### config.mk
export PLATFORM = sky130hd
export DESIGN_NAME = calc1_scheduler
export DESIGN_NICKNAME = d
export VERILOG_FILES = /design/src/rtl/calc1_scheduler.sv
export SDC_FILE = /design/constraint.sdc
export NUM_CORES = 1
export LEC_CHECK = 0
export BUFFER_PORTS_ARGS = -buffer_cell sky130_fd_sc_hd__buf_4
export CORE_MARGIN = 2
export CORE_UTILIZATION = 54
export DETAILED_ROUTE_END_ITERATION = 12
export HOLD_SLACK_MARGIN = 0.03
export PLACE_DENSITY_LB_ADDON = 0.05
export REMOVE_ABC_BUFFERS = 1
export SYNTH_ARGS = -nofsm -noshare
export SYNTH_HDL_FRONTEND = slang
export SYNTH_SLANG_ARGS = --single-unit
### constraint.sdc
create_clock -name c_clk -period 4.05 [get_ports c_clk]
set_clock_uncertainty 0.15 [all_clocks]
set_input_delay 1.215 -clock c_clk [delete_from_list [all_inputs] [get_ports c_clk]]
set_output_delay 1.215 -clock c_clk [all_outputs]
set_load 0.005 [all_outputs]
### src/rtl/calc1_scheduler.sv
// calc1_scheduler: lets four two-cycle calc1 request ports share one non-pipelined ALU, granted round-robin.
// Latency: cmd in N, alu_valid in N+3, out_resp one cycle after alu_done; invalid cmd answered with out_resp=2 in N+2.
// Backpressure: none towards requesters; each port holds one request and drops commands while busy.
//
// Ports:
//   c_clk, reset[1:7]            clock, synchronous active-high reset (any bit)
//   reqN_cmd_in, reqN_data_in    request command / operand (op1 with cmd, op2 the cycle after)
//   out_respN, out_dataN         one-cycle response per port (0 = none)
//   alu_valid/cmd/op1/op2/tag    one-cycle issue to the shared ALU
//   alu_done/resp/data           ALU result strobe, at least one cycle after issue
module calc1_scheduler #(
    parameter int NPORT = 4,
    parameter int DW    = 32
) (
    input  logic          c_clk,
    input  logic [1:7]    reset,
    input  logic [0:3]    req1_cmd_in,
    input  logic [0:3]    req2_cmd_in,
    input  logic [0:3]    req3_cmd_in,
    input  logic [0:3]    req4_cmd_in,
    input  logic [0:DW-1] req1_data_in,
    input  logic [0:DW-1] req2_data_in,
    input  logic [0:DW-1] req3_data_in,
    input  logic [0:DW-1] req4_data_in,
    output logic [0:1]    out_resp1,
    output logic [0:1]    out_resp2,
    output logic [0:1]    out_resp3,
    output logic [0:1]    out_resp4,
    output logic [0:DW-1] out_data1,
    output logic [0:DW-1] out_data2,
    output logic [0:DW-1] out_data3,
    output logic [0:DW-1] out_data4,
    output logic          alu_valid,
    output logic [0:3]    alu_cmd,
    output logic [0:DW-1] alu_op1,
    output logic [0:DW-1] alu_op2,
    output logic [0:1]    alu_tag,
    input  logic          alu_done,
    input  logic [0:1]    alu_resp,
    input  logic [0:DW-1] alu_data
);

    // Per-port capture states
    localparam logic [1:0] C_IDLE = 2'd0;
    localparam logic [1:0] C_OP2  = 2'd1;
    localparam logic [1:0] C_PEND = 2'd2;

    // Scheduler states
    localparam logic [1:0] S_ARB   = 2'd0;
    localparam logic [1:0] S_ISSUE = 2'd1;
    localparam logic [1:0] S_WAIT  = 2'd2;

    logic rst;
    assign rst = |reset;

    logic [0:3]    cmd_in  [NPORT];
    logic [0:DW-1] data_in [NPORT];

    assign cmd_in[0]  = req1_cmd_in;
    assign cmd_in[1]  = req2_cmd_in;
    assign cmd_in[2]  = req3_cmd_in;
    assign cmd_in[3]  = req4_cmd_in;
    assign data_in[0] = req1_data_in;
    assign data_in[1] = req2_data_in;
    assign data_in[2] = req3_data_in;
    assign data_in[3] = req4_data_in;

    logic [1:0]    cst_q   [NPORT];
    logic [1:0]    cst_d   [NPORT];
    logic [0:3]    cmd_q   [NPORT];
    logic [0:3]    cmd_d   [NPORT];
    logic [0:DW-1] op1_q   [NPORT];
    logic [0:DW-1] op1_d   [NPORT];
    logic [0:DW-1] op2_q   [NPORT];
    logic [0:DW-1] op2_d   [NPORT];
    logic [0:1]    resp_q  [NPORT];
    logic [0:1]    resp_d  [NPORT];
    logic [0:DW-1] rdata_q [NPORT];
    logic [0:DW-1] rdata_d [NPORT];

    logic [1:0] sst_q, sst_d;
    logic [1:0] gnt_q, gnt_d;
    logic [1:0] rr_q, rr_d;     // port index 0..3, i.e. port 1..4

    logic       found;
    logic [1:0] pick;
    logic [1:0] idx;

    function automatic logic cmd_ok(input logic [0:3] c);
        return (c == 4'd1) || (c == 4'd2) || (c == 4'd5) || (c == 4'd6);
    endfunction

    always_comb begin
        sst_d = sst_q;
        gnt_d = gnt_q;
        rr_d  = rr_q;
        found = 1'b0;
        pick  = rr_q;
        idx   = rr_q;
        for (int i = 0; i < NPORT; i++) begin
            cst_d[i]   = cst_q[i];
            cmd_d[i]   = cmd_q[i];
            op1_d[i]   = op1_q[i];
            op2_d[i]   = op2_q[i];
            resp_d[i]  = '0;
            rdata_d[i] = '0;
        end

        // Capture: commands arriving in OP2/PEND fall through untouched.
        for (int i = 0; i < NPORT; i++) begin
            case (cst_q[i])
                C_IDLE: begin
                    if (cmd_in[i] != '0) begin
                        cst_d[i] = C_OP2;
                        cmd_d[i] = cmd_in[i];
                        op1_d[i] = data_in[i];
                    end
                end
                C_OP2: begin
                    op2_d[i] = data_in[i];
                    if (cmd_ok(cmd_q[i])) begin
                        cst_d[i] = C_PEND;
                    end else begin
                        // Rejected locally: answer next cycle and free the port so
                        // it can take a new command in that same response cycle.
                        cst_d[i]  = C_IDLE;
                        resp_d[i] = 2'd2;
                    end
                end
                default: ;
            endcase
        end

        case (sst_q)
            S_ARB: begin
                // First pending port at or after rr_q, cyclically.
                for (int k = 0; k < NPORT; k++) begin
                    idx = rr_q + 2'(k);
                    if (!found && cst_q[idx] == C_PEND) begin
                        found = 1'b1;
                        pick  = idx;
                    end
                end
                if (found) begin
                    gnt_d = pick;
                    sst_d = S_ISSUE;
                end
            end
            S_ISSUE: begin
                sst_d = S_WAIT;
                rr_d  = gnt_q + 2'd1;
            end
            S_WAIT: begin
                if (alu_done) begin
                    resp_d[gnt_q]  = (alu_resp == 2'd3) ? 2'd2 : alu_resp;
                    rdata_d[gnt_q] = alu_data;
                    // Port goes IDLE as its response becomes visible next cycle.
                    cst_d[gnt_q]   = C_IDLE;
                    sst_d          = S_ARB;
                end
            end
            default: sst_d = S_ARB;
        endcase
    end

    always_ff @(posedge c_clk) begin
        if (rst) begin
            sst_q <= S_ARB;
            gnt_q <= '0;
            rr_q  <= '0;
            for (int i = 0; i < NPORT; i++) begin
                cst_q[i]   <= C_IDLE;
                cmd_q[i]   <= '0;
                op1_q[i]   <= '0;
                op2_q[i]   <= '0;
                resp_q[i]  <= '0;
                rdata_q[i] <= '0;
            end
        end else begin
            sst_q <= sst_d;
            gnt_q <= gnt_d;
            rr_q  <= rr_d;
            for (int i = 0; i < NPORT; i++) begin
                cst_q[i]   <= cst_d[i];
                cmd_q[i]   <= cmd_d[i];
                op1_q[i]   <= op1_d[i];
                op2_q[i]   <= op2_d[i];
                resp_q[i]  <= resp_d[i];
                rdata_q[i] <= rdata_d[i];
            end
        end
    end

    assign alu_valid = (sst_q == S_ISSUE);
    assign alu_cmd   = alu_valid ? cmd_q[gnt_q] : '0;
    assign alu_op1   = alu_valid ? op1_q[gnt_q] : '0;
    assign alu_op2   = alu_valid ? op2_q[gnt_q] : '0;
    assign alu_tag   = alu_valid ? gnt_q : 2'b00;

    assign out_resp1 = resp_q[0];
    assign out_resp2 = resp_q[1];
    assign out_resp3 = resp_q[2];
    assign out_resp4 = resp_q[3];
    assign out_data1 = rdata_q[0];
    assign out_data2 = rdata_q[1];
    assign out_data3 = rdata_q[2];
    assign out_data4 = rdata_q[3];

endmodule

==> summary.txt, run 1 <==
Status
  – Outcome: completed

Detailed routing
  – Final ANT Viol Nets: 0
  – Via count: 11100
  – DR vias/cell: 5.45
  – Routed WL per cell: 22.5 um
  – Detailed Route Iter0 Violations: 896
  – Routed WL: 45700 um
  – Drt drc: 0
  – Drt first pass iters: 5

GRT
  – Antenna violations before repair: 6
  – GR Overflow Total: 0
  – Global-route wire length before repair: 68200 um
  – Largest net degree at the start of global routing: 65
  – GRT Util Overall: 0.279
  – Vias in the first global route: 11600

Finish
  – Fin util: 0.709
  – Commonest non-fill, non-tap cell in the layout: buf_4
  – Share of post-route cells with drive strength above 1: 0.362
  – Area Growth Syn to Fin: 29.2%
  – Area of the multi-input gates: 5420 um^2
  – Final #Nets: 1791
  – Fill cells: 2152
  – Most frequent cells in the layout: buf_4 (422), and2_1 (390), edfxtp_1 (256)
  – FF/Latch Area: 11100 um^2

Clock tree
  – Clk sink count: 426
  – CTS Hold Bufs: 0
  – Total CTS buffers: 43
  – Post-cts resize count: 0
  – TritonCTS clock tree: done
  – # H-tree levels: 2
  – Worst skew pair latency: 0.53 ns
  – Clk root buf: clkbuf_16
  – Post-CTS Setup Inserts: 0
  – Clock slew at reported path FFs: 0.06 ns
  – CTS Buffer Depth: 3

Synth
  – Xor/xnor cell area share of the yosys netlist: 0.00209
  – Area contributors post-synth: edfxtp_1 (46%), dfxtp_1 (20%), and2_1 (15%)
  – Yosys reg bits: 426
  – Complex-gate fraction of the synthesized area: 0.0209
  – Largest family of logic cells by synthesized area: simple AND/OR/NAND/NOR gates
  – Synth Cell Area: 16800 um^2
  – Cells after Synth: 1204
  – Mux cell area share after synthesis: 0.0926
  – Sequential share of the synthesized area: 0.661
  – Synthesized-area fraction occupied by adder cells: 0.00298
  – Simple-gate share of the synthesized area: 0.202
  – Ys Warns: 0
  – Syn Area/Cell: 13.9 um^2
  – Yosys top cell by area: edfxtp_1
  – Netlist cell types: 43
  – Yosys top cell area share: 0.458

Power
  – Clock power frac: 0.453
  – Pwr dens: 402 nW/um^2
  – Register share of total power: 0.523
  – Switching Fraction: 0.195
  – P_int: 7.03 mW
  – Peak supply drop: 0.338 mV
  – Tot Pwr: 8.73 mW
  – Net Sw Power: 1.70 mW
  – Combinational Power Share: 0.024
  – Pleak: 9.62 nW

Placement
  – Routability cong.: 0.797
  – DP HPWL: 29000 um
  – PortBufs: 393
  – Setup WS pre-CTS: 0.888 ns

Die
  – Die Span X: 180 um
  – Rows: 64
  – Initial core utilization: 0.549
  – # IOs: 394
  – Core area: 30600 um^2
  – Die area: 32500 um^2
  – Die Ht: 180 um

Setup path
  – CP arrival: 2.28 ns
  – WP data required: 2.68 ns
  – Crit-path most repeated cell: buf_4
  – Crit. End Element: output pin
  – Cell Chain, Critical Path: buf_4, mux4_2, and2_1, buf_4
  – R2r setup slk: 1.81 ns
  – Slowest CP cell: dfxtp_4
  – Kind of critical path: flop to output pin
  – CP startpoint kind: flop
  – Max stage delay on crit path: 0.56 ns
  – Peak fanout along the critical path: 15

STA
  – Max Clock Freq: 0.274 GHz
  – Worst Setup Slack, final: 0.401 ns
  – Final min period: 3.65 ns
  – Slew margin rel.: 0.434
  – Slew Limit Fails: 0
  – Setup violators final: 0
  – Tightest Pin Transition: 0.839 ns
  – Final Hold Fails: 0
  – Final period util: 0.901
  – RSZ-0062 raised after global routing: false

Job
  – Max cap viols: 0

Worst hold path
  – Hold Crit Class: flop to flop
final cells by class:
class / count / share of cell area
Inverter: 3 / 0.000519
Multi-Input combinational cell: 700 / 0.250
Clock inverter: 16 / 0.00773
Clock buffer: 61 / 0.0575
Timing Repair Buffer: 426 / 0.150
Antenna cell: 5 / 0.000577
Sequential cell: 426 / 0.511
Tap cell: 396 / 0.0228
flip-flops by register name, summed over array words and instances, names as in the netlist, named ones only:
signal	flops
cmd_q	16
cst_q	8
gnt_q	2
op1_q	128
op2_q	128
rdata_q	128
resp_q	8
rr_q	2
sst_q	2
power groups by stage:
stage          sequential (mW)  clock, mW  combinational, mW
2_1_floorplan             4.65          0             0.0227
3_3_place_gp              4.65          0              0.210
3_5_place_dp              4.65          0              0.213
4_1_cts                   4.56       4.00              0.214
5_1_grt                   4.56       4.17              0.228
6_report                  4.56       3.95              0.213
metrics by stage:
stage                     cell area, um^2  setup TNS (ns)  hold WS, ns  std cells
final                               21700               0        0.311       2033
after global routing                21700               0        0.337       2032
after CTS                           21700               0        0.314       2028
after detailed placement            20300               0        0.305       1951
after global placement              20300               0        0.291       1951
after floorplan                     16500         -231.49        0.283       1129
metal layers:
layer,part of all wire,track usage,vias up
met5,0.00028,0,-
met4,0.042,0.120,2
met3,0.089,0.0784,116
met2,0.50,0.477,521
met1,0.37,0.331,5414
li1,-,-,5019
worst max-delay path, delay by kind of cell, from the launching register on:
kind,cells,cell delay (ns)
buf+inv,2,0.46
flops,1,0.56
mux,1,0.52
simple gates,1,0.20
synthesized netlist by cell type, drive strengths merged:
| library cell | count |
|---|---|
| nand2b | 7 |
| nor4b | 1 |
| or2b | 1 |
| a221oi | 1 |
| a211oi | 3 |
| nor2b | 6 |
| and3 | 64 |
| o21ai | 9 |
| nand2 | 55 |
| clkbuf | 60 |
| edfxtp | 256 |
| nor2 | 27 |
| a21oi | 26 |
| a41oi | 2 |
| ha | 4 |
| buf | 15 |
| or3 | 1 |
| and2 | 391 |
| nor4 | 1 |
| inv | 3 |
| o31a | 1 |
| xnor2 | 4 |
| a21boi | 1 |
| a311oi | 1 |
| a2111oi | 1 |
| nand3b | 2 |
| nor3 | 13 |
| dfxtp | 170 |
| a2111o | 1 |
| o22ai | 2 |
| and3b | 1 |
| or3b | 1 |
| mux4 | 69 |
| o41ai | 4 |
cells by family (layout without fill, tap and decap cells):
family / Yosys count / count (layout)
and+or+nand+nor: 571 / 571
other: 0 / 5
xor gates and xnor gates: 4 / 4
muxes: 69 / 69
adders and majority gates: 4 / 4
AOI/OAI and AO/OA: 52 / 52
DFF: 426 / 426
buffers and inverters: 78 / 506
worst paths after layout:
path / start / endpoint / cells after the start
hold / removal: cmd_q[3][2] / cmd_q[3][2] / 2
setup reg to reg: cst_q[3][0] / op1_q[3][17] / 5
setup / recovery: flop / alu_op1[27] / 4
hold reg to reg: cmd_q[3][2] / cmd_q[3][2] / 2
No activity file was read; power rests on OpenSTA's default activity.
==> run 2: changes to the inputs <==
--- a/config.mk
+++ b/config.mk
@@ -5,6 +5,7 @@
 export SDC_FILE = /design/constraint.sdc
 export NUM_CORES = 1
 export LEC_CHECK = 0
+export ABC_AREA = 1
 export BUFFER_PORTS_ARGS = -buffer_cell sky130_fd_sc_hd__buf_4
 export CORE_MARGIN = 2
 export CORE_UTILIZATION = 54
==> run 2 against run 1 <==
  * Clock power is 4% lower
  * Utilization shrank 0.70 points
  * Setup slack worse by 0.098 ns
  * Flip-flop and latch count is the same
  * Critical endpoint is now alu_op1[11]
  * Combinational power rose by 23%
  * Via count grew 24%
==> summary.txt, run 2 <==
Status
  – Outcome: completed

STA
  – Final Hold Fails: 0
  – Slew Limit Fails: 0
  – RSZ-0062 raised after global routing: false
  – Setup violators final: 0
  – Slew margin rel.: 0.217
  – Final period util: 0.925
  – Max Clock Freq: 0.267 GHz
  – Tightest Pin Transition: 1.17 ns
  – Final min period: 3.75 ns
  – Worst Hold Slack: 0.336 ns

Synth
  – Yosys top cell by area: edfxtp_1
  – Post-synth ARST share: 0
  – Ys Warns: 0
  – Xor/xnor cell area share of the yosys netlist: 0.000518
  – Synthesized-area fraction occupied by adder cells: 0.00296
  – Synth cell count leaders: nor2_1 (615), edfxtp_1 (256), inv_1 (207)
  – Simple-gate share of the synthesized area: 0.183
  – Mux cell area share after synthesis: 0
  – Netlist cell types: 33
  – Yosys top cell area share: 0.455
  – Area contributors post-synth: edfxtp_1 (45%), dfxtp_1 (20%), nor2_1 (14%)
  – Count leader, synth: nor2_1
  – Synth Cell Area: 16900 um^2
  – Ys flop type: edfxtp_1
  – Yosys reg bits: 426
  – Cells after Synth: 1782
  – EDFF count, synth: 256
  – Largest family of logic cells by synthesized area: simple AND/OR/NAND/NOR gates
  – Sequential share of the synthesized area: 0.656
  – Syn Area/Cell: 9.49 um^2
  – Complex-gate fraction of the synthesized area: 0.0795

Placement
  – Post-DP Area: 20200 um^2
  – DP HPWL: 33100 um
  – Cells after DPL: 2508
  – PortBufs: 393
  – Routability cong.: 0.866

Clock tree
  – Clock slew at reported path FFs: 0.06 ns
  – CTS Hold Bufs: 0
  – # H-tree levels: 2
  – Post-cts resize count: 0
  – Total CTS buffers: 43
  – TritonCTS clock tree: done
  – Clk sink count: 426
  – Clk root buf: clkbuf_16
  – CTS Buffer Depth: 3
  – Worst skew pair latency: 0.53 ns
  – Post-CTS Setup Inserts: 0

GRT
  – Antenna violations before repair: 0
  – GR Overflow Total: 0
  – GRT Util Overall: 0.298
  – Vias in the first global route: 14000
  – Global-route wire length before repair: 75500 um
  – Largest net degree at the start of global routing: 137

Setup path
  – WP data required: 2.68 ns
  – Kind of critical path: flop to output pin
  – CP arrival: 2.38 ns
  – Crit-path leading delay family: buffers and inverters
  – CP startpoint kind: flop
  – Crit. End Element: output pin
  – Crit path buffers/inverters: 4
  – Crit-path most repeated cell: buf_4
  – Max stage delay on crit path: 0.37 ns
  – Cell Chain, Critical Path: inv_1, nor2_1, inv_2, buf_4, a21oi_1, buf_4
  – Slowest CP cell: dfxtp_1
  – Peak fanout along the critical path: 29

Detailed routing
  – Drt first pass iters: 6
  – Final ANT Viol Nets: 0
  – Drt drc: 0
  – Detailed Route Iter0 Violations: 1154
  – Routed WL per cell: 19.1 um
  – Via count: 13700
  – Routed WL: 49400 um
  – DR vias/cell: 5.32

Job
  – Max cap viols: 0

Die
  – Die area: 32800 um^2
  – Rows: 64
  – Die Ht: 181 um
  – Core area: 30700 um^2
  – Die Span X: 181 um
  – # IOs: 394
  – Initial core utilization: 0.550

Power
  – P_int: 6.92 mW
  – Net Sw Power: 1.72 mW
  – Switching Fraction: 0.199
  – Pleak: 9.91 nW
  – Register share of total power: 0.528
  – Clock power frac: 0.441
  – Pwr dens: 400 nW/um^2
  – Combinational Power Share: 0.030
  – Peak supply drop: 0.417 mV

Finish
  – Most frequent cells in the layout: nor2_1 (615), buf_4 (418), edfxtp_1 (256)
  – Fin util: 0.702
  – Fin area: 21600 um^2
  – Biggest regs: op1_q x128, op2_q x128, rdata_q x128
  – Fin cells: 2584
  – Area Growth Syn to Fin: 27.7%
  – Share of post-route cells with drive strength above 1: 0.238
  – Commonest non-fill, non-tap cell in the layout: nor2_1
  – Final #Nets: 2348
  – # diodes: 0

Worst hold path
  – Hold Crit Class: flop to flop
-- run 2: worst paths after layout --
check / start / endpoint / slack (ns) / cells after the start
hold / removal: cmd_q[1][2] / cmd_q[1][2] / 0.34 / 2
setup / recovery: sst_q[0] / alu_op1[11] / 0.30 / 6
hold reg to reg: cmd_q[1][2] / cmd_q[1][2] / 0.34 / 2
setup reg to reg: cst_q[1][0] / op2_q[1][10] / 1.84 / 3
-- run 2: per-layer routing --
layer	wire, um	share of wire	track usage	vias up
met5	0	0	0	-
met4	1860	0.038	0.118	0
met3	4660	0.094	0.0701	109
met2	24800	0.50	0.532	660
met1	18000	0.37	0.349	6499
li1	-	-	-	6481
-- run 2: layout make-up --
type                       instances  area (um^2)
clock buffer                      59         1220
clock inverter                    17          130
fill                            2414         9160
inverter                         216          813
multi-input combinational       1046         4580
sequential                       426        11100
tap                              396          495
timing repair buffer             424         3270
-- run 2: worst reg2reg max path, delay by kind of cell, from the launching register on --
kind	cells	cell delay, ns
AOI/OAI and AO/OA	1	0.84
buffers and inverters	2	0.50
DFF	1	0.43
-- run 2: kinds of logic (layout without fill, tap and decap cells) --
kind of cell,after synthesis,in the layout
AOI/OAI and AO/OA,262,262
xor gates and xnor gates,1,1
adders and majority gates,4,4
buffers and inverters,310,716
DFF,426,426
and+or+nand+nor,779,779
-- run 2: power groups by stage --
stage / clock network [mW] / logic (mW) / registers [mW]
floorplan: 0 / 0.0726 / 4.65
finish: 3.81 / 0.261 / 4.56
CTS: 3.85 / 0.262 / 4.56
global placement: 0 / 0.258 / 4.65
global route: 4.01 / 0.281 / 4.56
detailed placement: 0 / 0.259 / 4.65
-- run 2: metrics by stage --
stage,setup TNS (ns),setup WS (ns),power (mW)
final,0,0.303,8.63
after global routing,0,0.184,8.85
after CTS,0,0.342,8.67
after detailed placement,0,0.573,4.91
after global placement,0,0.594,4.91
after floorplan,-112.26,-1.78,4.73
==> run 3: changes to the inputs <==
--- a/config.mk
+++ b/config.mk
@@ -12,7 +12,6 @@
 export DETAILED_ROUTE_END_ITERATION = 12
 export HOLD_SLACK_MARGIN = 0.03
 export PLACE_DENSITY_LB_ADDON = 0.05
-export REMOVE_ABC_BUFFERS = 1
 export SYNTH_ARGS = -nofsm -noshare
 export SYNTH_HDL_FRONTEND = slang
 export SYNTH_SLANG_ARGS = --single-unit
==> constraint.sdc (replaced) <==
create_clock -name c_clk -period 4.03 [get_ports c_clk]
set_clock_uncertainty 0.15 [all_clocks]
set_input_delay 1.209 -clock c_clk [delete_from_list [all_inputs] [get_ports c_clk]]
set_output_delay 1.209 -clock c_clk [all_outputs]
set_load 0.005 [all_outputs]
==> run 3 against run 2 <==
  * Wire length rose by 6.3%
  * Sequential share of layout area decreased by 0.16 points
  * Final area is 0.31% higher
  * Utilization grew 0.22 points
  * Worst hold slack got worse by 0.019 ns
  * Flip-flop and latch count is the same
  * Sequential power hardly changed
  * Total power up 4.5%
==> summary.txt, run 3 (synthesis results as in run 2) <==
Status
  – Outcome: completed

Setup path
  – Crit. End Element: output pin
  – CP startpoint kind: flop
  – Max stage delay on crit path: 0.46 ns
  – Crit-path most repeated cell: nor2_1
  – Cell Chain, Critical Path: buf_12, nor2_1, nor2_1, o21ai_0, a21oi_1, buf_4
  – Kind of critical path: flop to output pin
  – Crit-path leading delay family: buffers and inverters
  – Crit path buffers/inverters: 2
  – CP arrival: 2.42 ns
  – WP data required: 2.67 ns
  – Slowest CP cell: buf_12
  – Peak fanout along the critical path: 136

Clock tree
  – Post-cts resize count: 0
  – Clk sink count: 426
  – Post-CTS Setup Inserts: 0
  – Worst skew pair latency: 0.54 ns
  – Total CTS buffers: 43
  – # H-tree levels: 2
  – CTS Buffer Depth: 3
  – Clock slew at reported path FFs: 0.07 ns
  – Clk root buf: clkbuf_16
  – TritonCTS clock tree: done
  – CTS Hold Bufs: 0

STA
  – Final min period: 3.78 ns
  – Final period util: 0.937
  – Slew margin rel.: 0.179
  – RSZ-0062 raised after global routing: false
  – Tightest Pin Transition: 1.23 ns
  – Final Hold Fails: 0
  – Setup_tns: 0 ns
  – Worst Setup Slack, final: 0.253 ns
  – Max Clock Freq: 0.265 GHz
  – Slew Limit Fails: 0
  – Setup violators final: 0

Detailed routing
  – Final ANT Viol Nets: 0
  – Detailed Route Iter0 Violations: 1244
  – DR vias/cell: 5.34
  – Drt drc: 0
  – Routed WL: 52500 um
  – Routed WL per cell: 20.3 um
  – Via count: 13800
  – Drt first pass iters: 7

Finish
  – Final #Nets: 2346
  – Commonest non-fill, non-tap cell in the layout: nor2_1
  – Area Growth Syn to Fin: 28.1%
  – Fill cells: 2402
  – Most frequent cells in the layout: nor2_1 (615), buf_4 (416), edfxtp_1 (256)
  – # diodes: 0
  – Biggest regs: op1_q x128, op2_q x128, rdata_q x128
  – Share of post-route cells with drive strength above 1: 0.237
  – Fin util: 0.704

Placement
  – DP HPWL: 35900 um
  – Routability cong.: 0.931
  – PortBufs: 393
  – Setup WS pre-CTS: 0.589 ns

Die
  – Die Span X: 181 um
  – Initial core utilization: 0.550
  – Die Ht: 181 um
  – Die area: 32800 um^2
  – # IOs: 394
  – Core area: 30700 um^2
  – Rows: 64

GRT
  – Vias in the first global route: 13800
  – Largest net degree at the start of global routing: 137
  – Global-route wire length before repair: 77800 um
  – GR Overflow Total: 0
  – Antenna violations before repair: 0
  – GRT Util Overall: 0.314

Synth
  – Syn nets: 1973

Power
  – Pleak: 9.96 nW
  – Tot Pwr: 9.02 mW
  – Peak supply drop: 0.372 mV
  – Pwr dens: 417 nW/um^2

Worst hold path
  – Hold Crit Class: flop to flop

Job
  – Max cap viols: 0
run 3: cell count changes in the layout (fill, tap and decap cells not counted), moves of 2 or more:
cell	previous run	this run
bufinv_16	2	6
nand3_1	26	30
nand3_2	4	0
clkbuf_1	10	7
clkinv_1	7	4
nand2_1	59	62
nand2_2	10	7
buf_4	418	416
clkbuf_16	46	48
clkbuf_4	2	0
inv_4	0	2
o21ai_2	1	3
o21ai_4	4	2
run 3: path summary, 6_finish.rpt:
| path | endpoint | cells past startpoint | slack [ns] | startpoint |
|---|---|---|---|---|
| worst max-delay path | alu_op2[2] | 6 | 0.25 | flop |
| worst min-delay path | cmd_q[3][2] | 2 | 0.32 | cmd_q[3][2] |
| worst max register to register | flop | 13 | 1.85 | rr_q[0] |
| worst min register to register | cmd_q[3][2] | 2 | 0.32 | cmd_q[3][2] |
run 3: area by class of cell:
type                       instances  area, um^2  area share
multi-input combinational       1046        4530       0.209
inverter                         216         812      0.0375
clock buffer                      55        1230      0.0567
clock inverter                    21         253      0.0117
timing repair buffer             422        3240       0.150
sequential                       426       11100       0.512
tap                              396         495      0.0229
run 3: worst reg2reg max path, stage by stage, from the launching register on:
cell     delay [ns]
dfxtp_1        0.54
inv_1          0.25
nand2_1        0.14
nor2_1         0.05
nor2_1         0.13
nand2_1        0.08
nor2_2         0.19
inv_1          0.10
nand3_1        0.11
nand2_2        0.09
inv_2          0.07
nand3_1        0.08
nand2_1        0.06
inv_1          0.04
run 3: routing by layer:
metal	up-vias	track usage	part of all wire
met4	0	0.158	0.053
met1	6507	0.369	0.37
met3	120	0.0830	0.092
li1	6470	-	-
met2	691	0.535	0.49
met5	-	0	0
run 3: stage by stage:
step / std cells / hold WS, ns / area [um^2]
finish: 2582 / 0.316 / 21700
global route: 2582 / 0.358 / 21700
CTS: 2582 / 0.316 / 21700
detailed placement: 2506 / 0.306 / 20200
global placement: 2506 / 0.303 / 20200
floorplan: 1782 / 0.292 / 16900
run 3: report_power, final:
group	internal (mW)	leakage [nW]	switching (mW)
Clock	2.53	0.735	1.65
Sequential	4.58	4.52	0.00360
Combinational	0.133	4.71	0.126
